===== src/rtl/instr_fetch_unit_if.sv =====
// Memory read bus between the instruction fetch unit and the instruction memory.
// The fetch unit is the master and drives the request and address.
// The memory is the slave and answers with an acknowledge and the read data.
interface instr_fetch_unit_if #(
    parameter int ADDR_WIDTH  = 32,
    parameter int INSTR_WIDTH = 32
);
    logic                   mem_req;
    logic [ADDR_WIDTH-1:0]  mem_addr;
    logic                   mem_ack;
    logic [INSTR_WIDTH-1:0] mem_rdata;

    modport master (output mem_req, output mem_addr, input mem_ack, input mem_rdata);
    modport slave  (input mem_req, input mem_addr, output mem_ack, output mem_rdata);
endinterface


===== src/rtl/instr_fetch_unit.sv =====
// Instruction fetch controller.
// Reads the word at the current PC from a wait-stated memory using a req/ack handshake.
// Registers the returned word for decode and pulses pc_en once each fetch completes.
// A fetch that is never acknowledged, or a misaligned PC, parks the unit in HALT.
// The unit leaves HALT only on reset.
module instr_fetch_unit #(
    parameter int                      ADDR_WIDTH  = 32,
    parameter int                      INSTR_WIDTH = 32,
    parameter int                      TIMEOUT     = 255,
    parameter int                      CNT_WIDTH   = 16,
    parameter logic [INSTR_WIDTH-1:0]  NOP         = '0
) (
    input  logic                   CLK,
    input  logic                   RST,
    input  logic                   fetch_en,
    input  logic [ADDR_WIDTH-1:0]  pc_addr,
    output logic                   pc_en,
    output logic [INSTR_WIDTH-1:0] instr,
    output logic                   instr_valid,
    output logic [CNT_WIDTH-1:0]   fetch_cnt,
    output logic [1:0]             err_code,
    instr_fetch_unit_if.master     mem
);

    localparam int             TMO_WIDTH = $clog2(TIMEOUT + 1);
    localparam [TMO_WIDTH-1:0] TMO_LAST  = TMO_WIDTH'(TIMEOUT - 1);

    localparam logic [1:0] ERR_NONE      = 2'b00;
    localparam logic [1:0] ERR_TIMEOUT   = 2'b01;
    localparam logic [1:0] ERR_MISALIGN  = 2'b10;

    typedef enum logic [1:0] {ISSUE, WAIT, DELIVER, HALT} state_t;

    state_t                 state, state_n;
    logic                   req_q, req_n;
    logic [ADDR_WIDTH-1:0]  addr_q, addr_n;
    logic [INSTR_WIDTH-1:0] instr_q, instr_n;
    logic                   valid_q, valid_n;
    logic                   pc_en_q, pc_en_n;
    logic [CNT_WIDTH-1:0]   cnt_q, cnt_n;
    logic [1:0]             err_q, err_n;
    logic [TMO_WIDTH-1:0]   tmo_q, tmo_n;

    // The state register and every output register load together, so all outputs are registered.
    always_ff @(posedge CLK or negedge RST) begin
        if (!RST) begin
            state   <= ISSUE;
            req_q   <= 1'b0;
            addr_q  <= '0;
            instr_q <= NOP;
            valid_q <= 1'b0;
            pc_en_q <= 1'b0;
            cnt_q   <= '0;
            err_q   <= ERR_NONE;
            tmo_q   <= '0;
        end else begin
            state   <= state_n;
            req_q   <= req_n;
            addr_q  <= addr_n;
            instr_q <= instr_n;
            valid_q <= valid_n;
            pc_en_q <= pc_en_n;
            cnt_q   <= cnt_n;
            err_q   <= err_n;
            tmo_q   <= tmo_n;
        end
    end

    // Next state and next register values.
    // The valid and pc_en pulses are armed on the ack edge, so both are high during DELIVER.
    always_comb begin
        state_n = state;
        req_n   = req_q;
        addr_n  = addr_q;
        instr_n = instr_q;
        valid_n = 1'b0;
        pc_en_n = 1'b0;
        cnt_n   = cnt_q;
        err_n   = err_q;
        tmo_n   = tmo_q;
        case (state)
            ISSUE: begin
                if (fetch_en) begin
                    if (pc_addr[1:0] != 2'b00) begin
                        err_n   = ERR_MISALIGN;
                        instr_n = NOP;
                        state_n = HALT;
                    end else begin
                        addr_n  = pc_addr;
                        req_n   = 1'b1;
                        tmo_n   = '0;
                        state_n = WAIT;
                    end
                end
            end
            WAIT: begin
                if (mem.mem_ack) begin
                    instr_n = mem.mem_rdata;
                    req_n   = 1'b0;
                    valid_n = 1'b1;
                    pc_en_n = 1'b1;
                    state_n = DELIVER;
                end else if (tmo_q == TMO_LAST) begin
                    req_n   = 1'b0;
                    instr_n = NOP;
                    err_n   = ERR_TIMEOUT;
                    state_n = HALT;
                end else begin
                    tmo_n = tmo_q + TMO_WIDTH'(1);
                end
            end
            DELIVER: begin
                cnt_n   = cnt_q + CNT_WIDTH'(1);
                state_n = ISSUE;
            end
            HALT: begin
                req_n = 1'b0;
            end
            default: begin
                state_n = ISSUE;
            end
        endcase
    end

    assign mem.mem_req  = req_q;
    assign mem.mem_addr = addr_q;
    assign instr        = instr_q;
    assign instr_valid  = valid_q;
    assign pc_en        = pc_en_q;
    assign fetch_cnt    = cnt_q;
    assign err_code     = err_q;

endmodule


===== src/flat_wrapper.sv =====
// flat-port wrapper written by rule: the top's interface ports become plain ports
module instr_fetch_unit_flat 
#(
    parameter int                      ADDR_WIDTH  = 32,
    parameter int                      INSTR_WIDTH = 32,
    parameter int                      TIMEOUT     = 255,
    parameter int                      CNT_WIDTH   = 16,
    parameter logic [INSTR_WIDTH-1:0]  NOP         = '0
)
  (CLK, RST, fetch_en, pc_addr, pc_en, instr, instr_valid, fetch_cnt, err_code, mem_mem_req, mem_mem_addr, mem_mem_ack, mem_mem_rdata);
  instr_fetch_unit_if #(.ADDR_WIDTH(ADDR_WIDTH), .INSTR_WIDTH(INSTR_WIDTH)) mem_i ();
  input  logic CLK;
  input  logic RST;
  input  logic fetch_en;
  input  logic [ADDR_WIDTH-1:0] pc_addr;
  output logic pc_en;
  output logic [INSTR_WIDTH-1:0] instr;
  output logic instr_valid;
  output logic [CNT_WIDTH-1:0] fetch_cnt;
  output logic [1:0] err_code;
  output wire logic [$bits(mem_i.mem_req)-1:0] mem_mem_req;
  output wire logic [$bits(mem_i.mem_addr)-1:0] mem_mem_addr;
  input wire logic [$bits(mem_i.mem_ack)-1:0] mem_mem_ack;
  input wire logic [$bits(mem_i.mem_rdata)-1:0] mem_mem_rdata;
  assign mem_mem_req = mem_i.mem_req;
  assign mem_mem_addr = mem_i.mem_addr;
  assign mem_i.mem_ack = mem_mem_ack;
  assign mem_i.mem_rdata = mem_mem_rdata;
  instr_fetch_unit #(.ADDR_WIDTH(ADDR_WIDTH), .INSTR_WIDTH(INSTR_WIDTH), .TIMEOUT(TIMEOUT), .CNT_WIDTH(CNT_WIDTH), .NOP(NOP)) u_core (.CLK(CLK), .RST(RST), .fetch_en(fetch_en), .pc_addr(pc_addr), .pc_en(pc_en), .instr(instr), .instr_valid(instr_valid), .fetch_cnt(fetch_cnt), .err_code(err_code), .mem(mem_i));
endmodule

===== config.mk =====
export PLATFORM = sky130hd
export DESIGN_NAME = instr_fetch_unit_flat
export DESIGN_NICKNAME = d
export VERILOG_FILES = /design/src/rtl/instr_fetch_unit_if.sv /design/src/rtl/instr_fetch_unit.sv /design/src/flat_wrapper.sv
export SDC_FILE = /design/constraint.sdc
export NUM_CORES = 1
export LEC_CHECK = 0
export BUFFER_PORTS_ARGS = -buffer_cell sky130_fd_sc_hd__buf_2
export CORE_UTILIZATION = 35
export CTS_BUF_LIST = sky130_fd_sc_hd__clkbuf_8
export DETAILED_ROUTE_END_ITERATION = 8
export GPL_TIMING_DRIVEN = 0
export PLACE_DENSITY = 0.63
export SETUP_SLACK_MARGIN = 0.3
export SLEW_MARGIN = 40
export SYNTH_ARGS = -nofsm -noshare
export SYNTH_HDL_FRONTEND = slang
export SYNTH_SLANG_ARGS = --single-unit

===== constraint.sdc =====
create_clock -name CLK -period 4.5 [get_ports CLK]
set_input_delay 0.9 -clock CLK [delete_from_list [all_inputs] [get_ports CLK]]
set_output_delay 0.9 -clock CLK [all_outputs]
set_load 0.01 [all_outputs]

==> results.yml <==
sta:
  finalClockSkew_ps: 12.96
  holdWs_ps: 452.5
  post-route-period-util_pct: 47.92
  slew_headroom_pct: 59.95
  tns_ps: 0
  setup_viol: 0
  fin_crit_ps: 2156
  drv_slew: 0
  max_freq_mhz: 463.8
  hold_viol_final: 0
  rsz0062_at_grt: "no"
  worst_pin_slew_ps: 600.7
outcome:
  status: "finished with violations"
  violations: "DRC"
global_routing:
  grt_pass1_wl_um: 15240
  grt_max_degree: 57
  grt.overflow.total: 0
  grt_pass1_vias: 3070
  grt_use_total_pct: 15.24
  antenna_found_initial: 0
drt:
  viasPerCell: 4.777
  drtIter0Drc: 116
  vias: 3005
  routed_wl_um: 9101
  drt-pass1-iter-count: 7
  detail-route-antenna-nets: 0
  wl_per_cell_um: 14.47
  drc: 14
power:
  comb_power_share_pct: 3.4
  peakVddDrop_mv: 0.1569
  pwr-share-seq_pct: 53.8
  leakage_uw: 0.003220
  powerDensity_mw_per_mm2: 288.0
  p_clk_share_pct: 42.9
  power.switching_uw: 318.2
  power.internal_uw: 1253
  design_power_total_uw: 1571
  switching_share_pct: 20.26
synth:
  yosys-top-cells-count: "94 x dfrtp_1, 33 x and3_1, 33 x mux2_2, 30 x mux2_4"
  synth_area_leaders: "dfrtp_1 56%, mux2_4 11%, mux2_2 8.8%"
  synth_edf_count: 0
  synth_nets: 393
  synth_top_area_share_pct: 55.57
  yosysMostFrequentCell: "dfrtp_1"
  synth_warnings: 0
  avgSynthCellArea_um2: 13.35
  synth_cells: 317
  async_flop_share_pct: 100.0
  yosysTopAreaCell: "dfrtp_1"
  ys_types: 39
  synth_area_mm2: 0.004233
  synth_ff_type: "dfrtp_1"
  ys_seq_elements: 94
  synth-seq-area-share_pct: 55.57
die:
  die_x_um: 112.0
  placementRows: 39
  die_y_um: 112.0
  coreArea_mm2: 0.01161
  start_util_pct: 36.45
  die_area_mm2: 0.01254
  io_pins: 153
cells_and_area:
  fill_cells: 1087
  final-seq-area_mm2: 0.002352
  drive_gt1_share_pct: 50.00
  synthToLayoutAreaGrowth_pct: 28.85
  multi_input_area_mm2: 0.001749
  diodes: 0
  nNetsFinal: 557
clock_tree:
  clock_latency_ps: 350
  cts_resized: 0
  cts_setup_buffers: 0
  postCtsHoldBufs: 0
  clock-sinks: 94
  cts_root_buffer: "clkbuf_8"
  clk_path_buf_depth: 2
  cts_tree: "done"
  htreeDepth: 3
  cts.clk_slew.worst_paths_ps: 100
  cts_made_buffers: 9
critical_path:
  crit_type: "reg2reg"
  crit_arrival_ps: 2390
  cp-start-kind: "flip-flop"
  critical_path_required_ps: 4730
  critPathMaxFanout: 10
  cp-end-kind: "flip-flop"
placement:
  hpwlAfterDp_um: 6689
  routabilityCongestion: 0.7632
  numPortBuffers: 152
job:
  max-cap-violations: 0
worst_hold_path:
  hold_class: "in2async"
[path summary, 6_finish.rpt]
check | startpoint | to | slack, ps | cells past startpoint
max | u_core.state[0]$_DFFE_PN0P_ | u_core.instr[8]$_DFFE_PN0P_ | 2340 | 8
max reg2reg | u_core.state[0]$_DFFE_PN0P_ | u_core.instr[8]$_DFFE_PN0P_ | 2340 | 8
min in group CLK | u_core.fetch_cnt[15]$_DFFE_PN0N_ | u_core.fetch_cnt[15]$_DFFE_PN0N_ | 480 | 1
max in group asynchronous | RST | u_core.instr[11]$_DFFE_PN0P_ | 3450 | 2
min reg2reg | u_core.fetch_cnt[15]$_DFFE_PN0N_ | u_core.fetch_cnt[15]$_DFFE_PN0N_ | 480 | 1
min | RST | u_core.instr[27]$_DFFE_PN0P_ | 450 | 1
[layer usage]
metal	global-route usage (%)	vias up	part of all wire, %	wire [µm]
met1	19.73	1468	45	4109
met3	3.593	4	6.1	551
met4	3.911	0	0.58	53
met5	0	-	0	0
li1	-	1445	-	-
met2	25.67	88	48	4386
[area by class of cell]
| cell class | count | area share [%] |
|---|---|---|
| clock buffer | 10 | 2.524 |
| timing repair buffer | 153 | 14.57 |
| sequential | 94 | 43.13 |
| multi-input combinational | 199 | 32.07 |
| inverter | 7 | 0.4818 |
| buffer | 17 | 1.927 |
| tap | 143 | 3.281 |
| clock inverter | 6 | 2.019 |
[power by group through the flow]
stage	clock, µW	sequential [µW]	combinational, µW
2_1_floorplan	0	861	4.07
3_3_place_gp	0	861	49.5
3_5_place_dp	0	861	55.1
4_1_cts	706	845	55.4
5_1_grt	734	845	61.6
6_report	673	844	53.2
[critical path, cell delays in order, from the launching register on]
cell and delay [ps]:
dfrtp_1 410, inv_1 140, ha_1 290, inv_1 90, a2bb2oi_1 320, nand2b_1 190
buf_6 130, buf_6 170, mux2_4 310
[cell families (layout without fill, tap and decap cells)]
| family | after synthesis | in the layout | synth area share [%] |
|---|---|---|---|
| and+or+nand+nor | 89 | 89 | 11.85 |
| xor gates and xnor gates | 16 | 16 | 3.311 |
| muxes | 65 | 65 | 19.95 |
| AOI/OAI and AO/OA | 21 | 21 | 3.843 |
| DFF | 94 | 94 | 55.57 |
| buffers and inverters | 24 | 193 | 3.104 |
| adders and majority gates | 8 | 8 | 2.365 |
[cell usage in the layout (no fill, tap or decap), drive strengths merged, types with 2 or more instances in the layout]
| cell type | n |
|---|---|
| a21o | 3 |
| a221o | 4 |
| a2bb2oi | 2 |
| and2 | 3 |
| and3 | 33 |
| buf | 162 |
| bufinv | 3 |
| clkbuf | 18 |
| dfrtp | 94 |
| ha | 8 |
| inv | 8 |
| mux2 | 65 |
| nand2 | 11 |
| nand2b | 3 |
| nand3 | 8 |
| nand4 | 6 |
| nor2 | 9 |
| nor2b | 4 |
| nor3 | 5 |
| nor4 | 3 |
| o21ai | 5 |
| xnor2 | 11 |
| xor2 | 5 |
[state kept, by name, indices dropped and copies added (netlist names)]
| signal | flops |
|---|---|
| u_core.state | 2 |
| u_core.mem.mem_addr | 32 |
| u_core.instr | 32 |
| u_core.err_code | 2 |
| u_core.fetch_cnt | 16 |
| u_core.tmo_q | 8 |
| u_core.instr_valid | 1 |
| u_core.mem.mem_req | 1 |
[stage by stage]
step	cell area, µm²	setup WS [ps]	utilization, %	instances
2_1_floorplan	4233	2352	-	317
3_3_place_gp	5172	1626	44.54	612
3_5_place_dp	5206	2007	44.83	613
4_1_cts	5454	2307	46.96	629
5_1_grt	5454	2178	46.96	629
6_report	5454	2344	46.96	629
Power figures use the tool's default switching activity.
